`src/rtl/i2c_target_pkg.sv`:
```
// ============================================================================
// Module  : i2c_target_pkg
// Brief   : Shared state encoding, bus levels and counter widths for i2c_target.
// Revision: 1.0 - initial release
// ============================================================================
`default_nettype none

package i2c_target_pkg;

  typedef enum logic [3:0] {
    k_idle     = 4'd0,
    k_addr     = 4'd1,
    k_addr_ack = 4'd2,
    k_rx       = 4'd3,
    k_rx_ack   = 4'd4,
    k_tx       = 4'd5,
    k_tx_ack   = 4'd6,
    k_ignore   = 4'd7
  } state_e;

  localparam logic c_ACK_LVL   = 1'b0;
  localparam logic c_NACK_LVL  = 1'b1;
  localparam int   c_BIT_CNT_W = 3;
  localparam int   c_HOLD_W    = 8;

endpackage

`default_nettype wire

```
`src/rtl/i2c_bus_sync.sv`:
```
// ============================================================================
// Module  : i2c_bus_sync
// Brief   : Two-flop synchronisers on SCL/SDA plus edge and START/STOP detect.
// Revision: 1.0 - initial release
// ============================================================================
`default_nettype none

module i2c_bus_sync (
  input  logic clk,
  input  logic reset,
  input  logic scl_in,
  input  logic sda_in,
  output logic scl_rise,
  output logic scl_fall,
  output logic start_det,
  output logic stop_det,
  output logic sda_s
);

  logic scl_meta_q, scl_sync_q, scl_prev_q;
  logic sda_meta_q, sda_sync_q, sda_prev_q;

  // Idle bus level is high, so everything resets to 1 to avoid false events.
  always_ff @(posedge clk or posedge reset) begin
    if (reset) begin
      scl_meta_q <= 1'b1;
      scl_sync_q <= 1'b1;
      scl_prev_q <= 1'b1;
      sda_meta_q <= 1'b1;
      sda_sync_q <= 1'b1;
      sda_prev_q <= 1'b1;
    end else begin
      scl_meta_q <= scl_in;
      scl_sync_q <= scl_meta_q;
      scl_prev_q <= scl_sync_q;
      sda_meta_q <= sda_in;
      sda_sync_q <= sda_meta_q;
      sda_prev_q <= sda_sync_q;
    end
  end

  assign scl_rise  = scl_sync_q & ~scl_prev_q;
  assign scl_fall  = ~scl_sync_q & scl_prev_q;
  assign start_det = scl_sync_q & scl_prev_q & sda_prev_q & ~sda_sync_q;
  assign stop_det  = scl_sync_q & scl_prev_q & ~sda_prev_q & sda_sync_q;
  assign sda_s     = sda_sync_q;

endmodule

`default_nettype wire

```
`src/rtl/i2c_target.sv`:
```
// ============================================================================
// Module  : i2c_target
// Brief   : I2C target responder; I2C_TARGET_CLOCK_STRETCH_EN adds SCL stretching.
// Revision: 1.0 - initial release
// ============================================================================
`default_nettype none

module i2c_target
  import i2c_target_pkg::*;
#(
  parameter logic [6:0] ADDRESS     = 7'h42,
  parameter int         HOLD_CYCLES = 4
) (
  input  logic       clk,
  input  logic       reset,
  input  logic       scl_in,
  input  logic       sda_in,
  output logic       scl_oe,
  output logic       sda_oe,
  output logic [7:0] rx_data,
  output logic       rx_valid,
  input  logic [7:0] tx_data,
  output logic       tx_load,
  output logic       busy
`ifdef I2C_TARGET_CLOCK_STRETCH_EN
  ,
  input  logic       rx_ack
`endif
);

  localparam logic [c_HOLD_W-1:0] c_HOLD_LOAD = c_HOLD_W'(HOLD_CYCLES);

  logic scl_rise, scl_fall, start_det, stop_det, sda_s;

  i2c_bus_sync u_sync (
    .clk       (clk),
    .reset     (reset),
    .scl_in    (scl_in),
    .sda_in    (sda_in),
    .scl_rise  (scl_rise),
    .scl_fall  (scl_fall),
    .start_det (start_det),
    .stop_det  (stop_det),
    .sda_s     (sda_s)
  );

  state_e                 state_q, state_d;
  logic [7:0]             shift_q, shift_d;
  logic [c_BIT_CNT_W-1:0] bit_cnt_q, bit_cnt_d;
  logic [c_HOLD_W-1:0]    hold_q, hold_d;
  logic                   pend_q, pend_d;
  logic                   sda_oe_q, sda_oe_d;
  logic [7:0]             rx_data_q, rx_data_d;
  logic                   rx_valid_q, rx_valid_d;
  logic                   tx_load_q, tx_load_d;
  logic                   busy_q, busy_d;
  logic                   ack_drv_q, ack_drv_d;
  logic                   sched_en, sched_val, bus_clear;

  always_ff @(posedge clk or posedge reset) begin
    if (reset) begin
      state_q    <= k_idle;
      shift_q    <= 8'h00;
      bit_cnt_q  <= '0;
      hold_q     <= '0;
      pend_q     <= 1'b0;
      sda_oe_q   <= 1'b0;
      rx_data_q  <= 8'h00;
      rx_valid_q <= 1'b0;
      tx_load_q  <= 1'b0;
      busy_q     <= 1'b0;
      ack_drv_q  <= 1'b0;
    end else begin
      state_q    <= state_d;
      shift_q    <= shift_d;
      bit_cnt_q  <= bit_cnt_d;
      hold_q     <= hold_d;
      pend_q     <= pend_d;
      sda_oe_q   <= sda_oe_d;
      rx_data_q  <= rx_data_d;
      rx_valid_q <= rx_valid_d;
      tx_load_q  <= tx_load_d;
      busy_q     <= busy_d;
      ack_drv_q  <= ack_drv_d;
    end
  end

  // SDA is never changed directly: a falling edge schedules a level in pend_q
  // and the hold counter applies it once it counts down to 1.
  always_comb begin
    state_d    = state_q;
    shift_d    = shift_q;
    bit_cnt_d  = bit_cnt_q;
    rx_data_d  = rx_data_q;
    busy_d     = busy_q;
    ack_drv_d  = ack_drv_q;
    rx_valid_d = 1'b0;
    tx_load_d  = 1'b0;
    sched_en   = 1'b0;
    sched_val  = 1'b0;
    bus_clear  = 1'b0;
    pend_d     = pend_q;
    hold_d     = (hold_q != '0) ? hold_q - 8'd1 : hold_q;
    sda_oe_d   = (hold_q == 8'd1) ? pend_q : sda_oe_q;

    if (start_det) begin
      state_d   = k_addr;
      bit_cnt_d = '0;
      ack_drv_d = 1'b0;
      bus_clear = 1'b1;
    end else if (stop_det) begin
      state_d   = k_idle;
      busy_d    = 1'b0;
      ack_drv_d = 1'b0;
      bus_clear = 1'b1;
    end else begin
      case (state_q)
        k_addr: begin
          if (scl_rise) begin
            shift_d   = {shift_q[6:0], sda_s};
            bit_cnt_d = bit_cnt_q + 3'd1;
            if (bit_cnt_q == 3'd7) begin
              if (shift_q[6:0] == ADDRESS) begin
                state_d   = k_addr_ack;
                busy_d    = 1'b1;
                ack_drv_d = 1'b0;
              end else begin
                state_d = k_ignore;
                busy_d  = 1'b0;
              end
            end
          end
        end
        // First fall starts the ACK, second fall ends it.
        k_addr_ack: begin
          if (scl_fall) begin
            if (!ack_drv_q) begin
              ack_drv_d = 1'b1;
              sched_en  = 1'b1;
              sched_val = 1'b1;
            end else begin
              ack_drv_d = 1'b0;
              sched_en  = 1'b1;
              if (shift_q[0] == 1'b0) begin
                state_d   = k_rx;
                sched_val = 1'b0;
              end else begin
                state_d   = k_tx;
                tx_load_d = 1'b1;
                shift_d   = tx_data;
                sched_val = ~tx_data[7];
              end
            end
          end
        end
        k_rx: begin
          if (scl_rise) begin
            shift_d   = {shift_q[6:0], sda_s};
            bit_cnt_d = bit_cnt_q + 3'd1;
            if (bit_cnt_q == 3'd7) begin
              rx_data_d  = {shift_q[6:0], sda_s};
              rx_valid_d = 1'b1;
              state_d    = k_rx_ack;
              ack_drv_d  = 1'b0;
            end
          end
        end
        k_rx_ack: begin
          if (scl_fall) begin
            sched_en = 1'b1;
            if (!ack_drv_q) begin
              ack_drv_d = 1'b1;
              sched_val = 1'b1;
            end else begin
              ack_drv_d = 1'b0;
              sched_val = 1'b0;
              state_d   = k_rx;
            end
          end
        end
        k_tx: begin
          if (scl_rise) begin
            bit_cnt_d = bit_cnt_q + 3'd1;
          end else if (scl_fall) begin
            sched_en = 1'b1;
            if (bit_cnt_q == '0) begin
              sched_val = 1'b0;
              state_d   = k_tx_ack;
            end else begin
              shift_d   = {shift_q[6:0], 1'b0};
              sched_val = ~shift_q[6];
            end
          end
        end
        k_tx_ack: begin
          if (scl_rise) begin
            if (sda_s == c_NACK_LVL) begin
              state_d = k_ignore;
              busy_d  = 1'b0;
            end
          end else if (scl_fall) begin
            state_d   = k_tx;
            tx_load_d = 1'b1;
            shift_d   = tx_data;
            sched_en  = 1'b1;
            sched_val = ~tx_data[7];
          end
        end
        default: ;
      endcase
    end

    if (bus_clear) begin
      hold_d   = '0;
      sda_oe_d = 1'b0;
    end else if (sched_en) begin
      hold_d = c_HOLD_LOAD;
      pend_d = sched_val;
    end
  end

`ifdef I2C_TARGET_CLOCK_STRETCH_EN
  logic       str_wait_q;
  logic [1:0] str_cnt_q;
  logic       str_wait_set;

  assign str_wait_set = (state_q == k_rx_ack) && (state_d == k_rx);

  // Hold SCL after an RX ACK until the user acknowledges, and briefly after
  // each tx_load so tx_data can settle.
  always_ff @(posedge clk or posedge reset) begin
    if (reset) begin
      str_wait_q <= 1'b0;
      str_cnt_q  <= 2'd0;
    end else if (start_det || stop_det) begin
      str_wait_q <= 1'b0;
      str_cnt_q  <= 2'd0;
    end else begin
      if (str_wait_set) begin
        str_wait_q <= 1'b1;
      end else if (rx_ack) begin
        str_wait_q <= 1'b0;
      end
      if (tx_load_d) begin
        str_cnt_q <= 2'd2;
      end else if (str_cnt_q != 2'd0) begin
        str_cnt_q <= str_cnt_q - 2'd1;
      end
    end
  end

  assign scl_oe = str_wait_q | (str_cnt_q != 2'd0);
`else
  assign scl_oe = 1'b0;
`endif

  assign sda_oe   = sda_oe_q;
  assign rx_data  = rx_data_q;
  assign rx_valid = rx_valid_q;
  assign tx_load  = tx_load_q;
  assign busy     = busy_q;

endmodule

`default_nettype wire

```
`config.mk`:
```
export PLATFORM = sky130hd
export DESIGN_NAME = i2c_target
export DESIGN_NICKNAME = d
export VERILOG_FILES = /design/src/rtl/i2c_target_pkg.sv /design/src/rtl/i2c_bus_sync.sv /design/src/rtl/i2c_target.sv
export SDC_FILE = /design/constraint.sdc
export NUM_CORES = 1
export LEC_CHECK = 0
export CORE_ASPECT_RATIO = 1.4
export CORE_MARGIN = 4
export CORE_UTILIZATION = 55
export DETAILED_ROUTE_END_ITERATION = 16
export GPL_TIMING_DRIVEN = 0
export PLACE_DENSITY = 0.78
export SYNTH_ARGS = -nofsm -noshare
export SYNTH_HDL_FRONTEND = slang
export SYNTH_SLANG_ARGS = --single-unit
```
`constraint.sdc`:
```
create_clock -name clk -period 3.5 [get_ports clk]
set_input_delay 1.05 -clock clk [delete_from_list [all_inputs] [get_ports clk]]
set_output_delay 1.05 -clock clk [all_outputs]
set_load 0.005 [all_outputs]
```
==> flow_metrics.tcl <==
set metrics [dict create \
    status "complete, no violations" \
    tightest_slew_ns 0.8104 \
    pin_count 25 \
    synth_commonest_cells "dfrtp_1, nor2_1, nand2_1" \
    clkPwrFrac_pct 14.8 \
    fp-row-count 27 \
    period_share_pct 62.92 \
    nets 278 \
    max_clock_freq_mhz 454.1 \
    clock_sinks 41 \
    cts_tree "done" \
    clk_pin_slew_ns 0.08 \
    yosysMostFrequentCell "dfrtp_1" \
    async_reset_ff_share_pct 100.0 \
    grt_max_degree 42 \
    gp_congestion 0.9171 \
    yosys_most_used_dff "dfrtp_1" \
    synth_seq_cells 41 \
    synth_edf_count 0 \
    crit_path_max_incr_delay_ns 0.51 \
    internal-power_w 0.001215 \
    rr_endpoint "state_q[0]" \
    netlist_area_sq_um 2338 \
    synth_top_area_cell "dfrtp_1" \
    ir_drop_v 0.0004071 \
    die_x_microns 63.11 \
    whs_endpoint "u_sync.scl_sync_q" \
    synth.top_cell.area_share_pct 37.45 \
    switching_share_pct 40.02 \
    cap_violations 0 \
    io_buffers 23 \
    p_leak_nw 1.259 \
    crit_start "rx_data[7]" \
    wirelength_microns 4902 \
    cp_max_fo 2 \
    drtAntennaViolNets 0 \
    r2r_setup_slack_ns 1.31 \
    grt_usage_pct 19.68 \
    wire_per_inst_microns 16.29 \
    design.die.area_sq_um 5374 \
    fin_worst_skew_ns 0.005374 \
    drt-pass1-iter-count 5 \
    coreArea_sq_um 4020 \
    vias 1760 \
    relSlewSlack_pct 45.89 \
    vias_per_cell 5.847 \
    path_delay_family "buffers and inverters" \
    syn_to_final_growth_pct 15.84 \
    start_util_pct 58.17 \
    rsz0062_at_grt "no" \
    hold_slack_ns 0.3585 \
    dr.max_layer_used "met4" \
    routed-wl-met2_microns 2625 \
    p_sw_w 0.0008103 \
    die_h_microns 85.16 \
    dp_cells 293 \
    antenna_found_initial 0 \
    startpoint_type "flip-flop" \
    grt_pass1_vias 1789 \
    layoutNonFillerInstCount 301 \
    drc 0 \
    hp-class "reg2reg" \
    critPathBufInv 1 \
    power.density_cell_area_nw_per_um2 747.5 \
    multi_input_area_sq_um 1186 \
    grt_pass1_wl_microns 8452 \
    syn-instance-count 227 \
    rr_startpoint "u_sync.scl_prev_q" \
    h-tree-depth 2 \
    slew_violations 0 \
    numCtsBuffers 5 \
    cp.arrival_ns 1.15 \
    critPathSlowestCell "clkdlybuf4s50_1" \
    met3WireLength_microns 166 \
    cp-end-kind "primary output" \
    syn_area_per_cell_sq_um 10.30 \
    drt-initial-drc-count 71 \
    synth_area_leaders "dfrtp_1, dfstp_2, ha_1" \
    setup_viol 0 \
    cts-hold-fix-buffers 0 \
    n_antenna_cell 0 \
    crit_chain "clkdlybuf4s50_1" \
    hpwl_microns 3586 \
    critPathKind "reg2out" \
    report.final.hold_viol_count 0 \
    seq_area_sq_um 1033 \
    holdPathStages 0 \
    seq_area_frac_synth_pct 44.19 \
    root_buffer "clkbuf_8" \
    grt-ovfl-total 0 \
    drive_above_1_share_pct 19.38 \
    nFillCells 312 \
    pwr-share-seq_pct 36.2 \
    met1_length_microns 2023 \
    worstPathRequired_ns 2.45 \
    clock_latency_ns 0.29 \
    reg2reg_depth 8 \
    synth.net_count 248 \
    min_period_ns 2.202 \
    hold_start "u_sync.scl_meta_q" \
    cts_setup_buffers 0 \
    synth_warnings 0 \
    clockBufferDepth 2 \
    finalSetupTns_ns 0 \
    p_comb_share_pct 49.0 \
    cts_resized 0 \
    synth_cell_types 59 \
]
per-stage QoR:
step                      instance area, sq um  worst slack [ns]  power, W  utilization, %
after floorplan                           2338             1.474  0.001493               -
after global placement                    2623            0.7187  0.001691           65.24
after detailed placement                  2623             1.328  0.001717           65.24
after CTS                                 2709             1.271  0.002029           67.38
after global routing                      2709             1.230  0.002192           67.38
final                                     2709             1.298  0.002025           67.38
registers in the layout (all words and copies together), names as in the netlist, 3 cells and up:
name,count
bit_cnt_q,3
hold_q,8
rx_data,8
shift_q,7
state_q,3
layout by cell type, fill, tap and decap left out, types with 2 or more instances in the layout:
master	count
nand2_1	15
mux2i_1	2
inv_1	10
ha_1	9
clkinv_2	2
xor2_1	7
a21oi_1	12
nor2b_1	4
dfstp_2	6
nor3_1	5
mux2_2	10
clkbuf_8	5
mux2_4	7
xnor2_1	3
and3_1	2
a22o_1	6
nand3_1	6
and2_1	2
dfrtp_1	35
o22ai_1	3
buf_2	4
buf_6	2
clkdlybuf4s50_1	23
o31ai_1	2
buf_4	3
nor2_1	24
o21ai_0	11
clkbuf_1	2
how the worst max path moves through the flow:
stage               slack, ns      endpoint  depth (start not counted)
detailed placement       1.33    state_q[0]                          8
CTS                      1.27    rx_data[7]                          1
global placement         0.72  bit_cnt_q[0]                          2
finish                   1.30    rx_data[7]                          1
global route             1.23    state_q[0]                          8
floorplan                1.47    state_q[0]                          8
final cells by class:
| type | instances | share of cell area (%) |
|---|---|---|
| plain buffers | 12 | 2.864 |
| clock buffers | 5 | 2.540 |
| clock inverters | 3 | 0.6467 |
| inverters | 11 | 1.524 |
| multi-input cells | 163 | 43.79 |
| flip-flops and latches | 41 | 38.15 |
| well taps | 43 | 1.986 |
| repair buffers | 23 | 8.499 |
metal layers:
layer / up-vias / GRT usage [%]
met5: - / 0
met4: 0 / 7.229
met3: 9 / 3.311
met2: 40 / 34.87
met1: 850 / 23.78
li1: 861 / -
power groups by stage:
stage,Clock (W),Combinational [W],Sequential [W]
4_1_cts,0.000312,0.000991,0.000726
6_report,0.000300,0.000992,0.000732
3_3_place_gp,0,0.000964,0.000727
3_5_place_dp,0,0.000982,0.000735
5_1_grt,0.000331,0.00111,0.000751
2_1_floorplan,0,0.000791,0.000702
cells by family (layout without fill, tap and decap cells):
kind of cell             count (synthesis)  count (layout)  synth area share (%)
adder cells (fa/ha/maj)                  9               9                 4.815
AND/OR/NAND/NOR                         74              74                 16.59
buffers and inverters                   23              54                 5.083
other                                    1               1                0.1604
XOR/XNOR                                10              10                 3.746
multiplexers                            19              19                 10.17
flip-flops                              41              41                 44.19
AO/OA/AOI/OAI                           50              50                 15.25
Note: power is estimated with default switching activity, not from simulation.
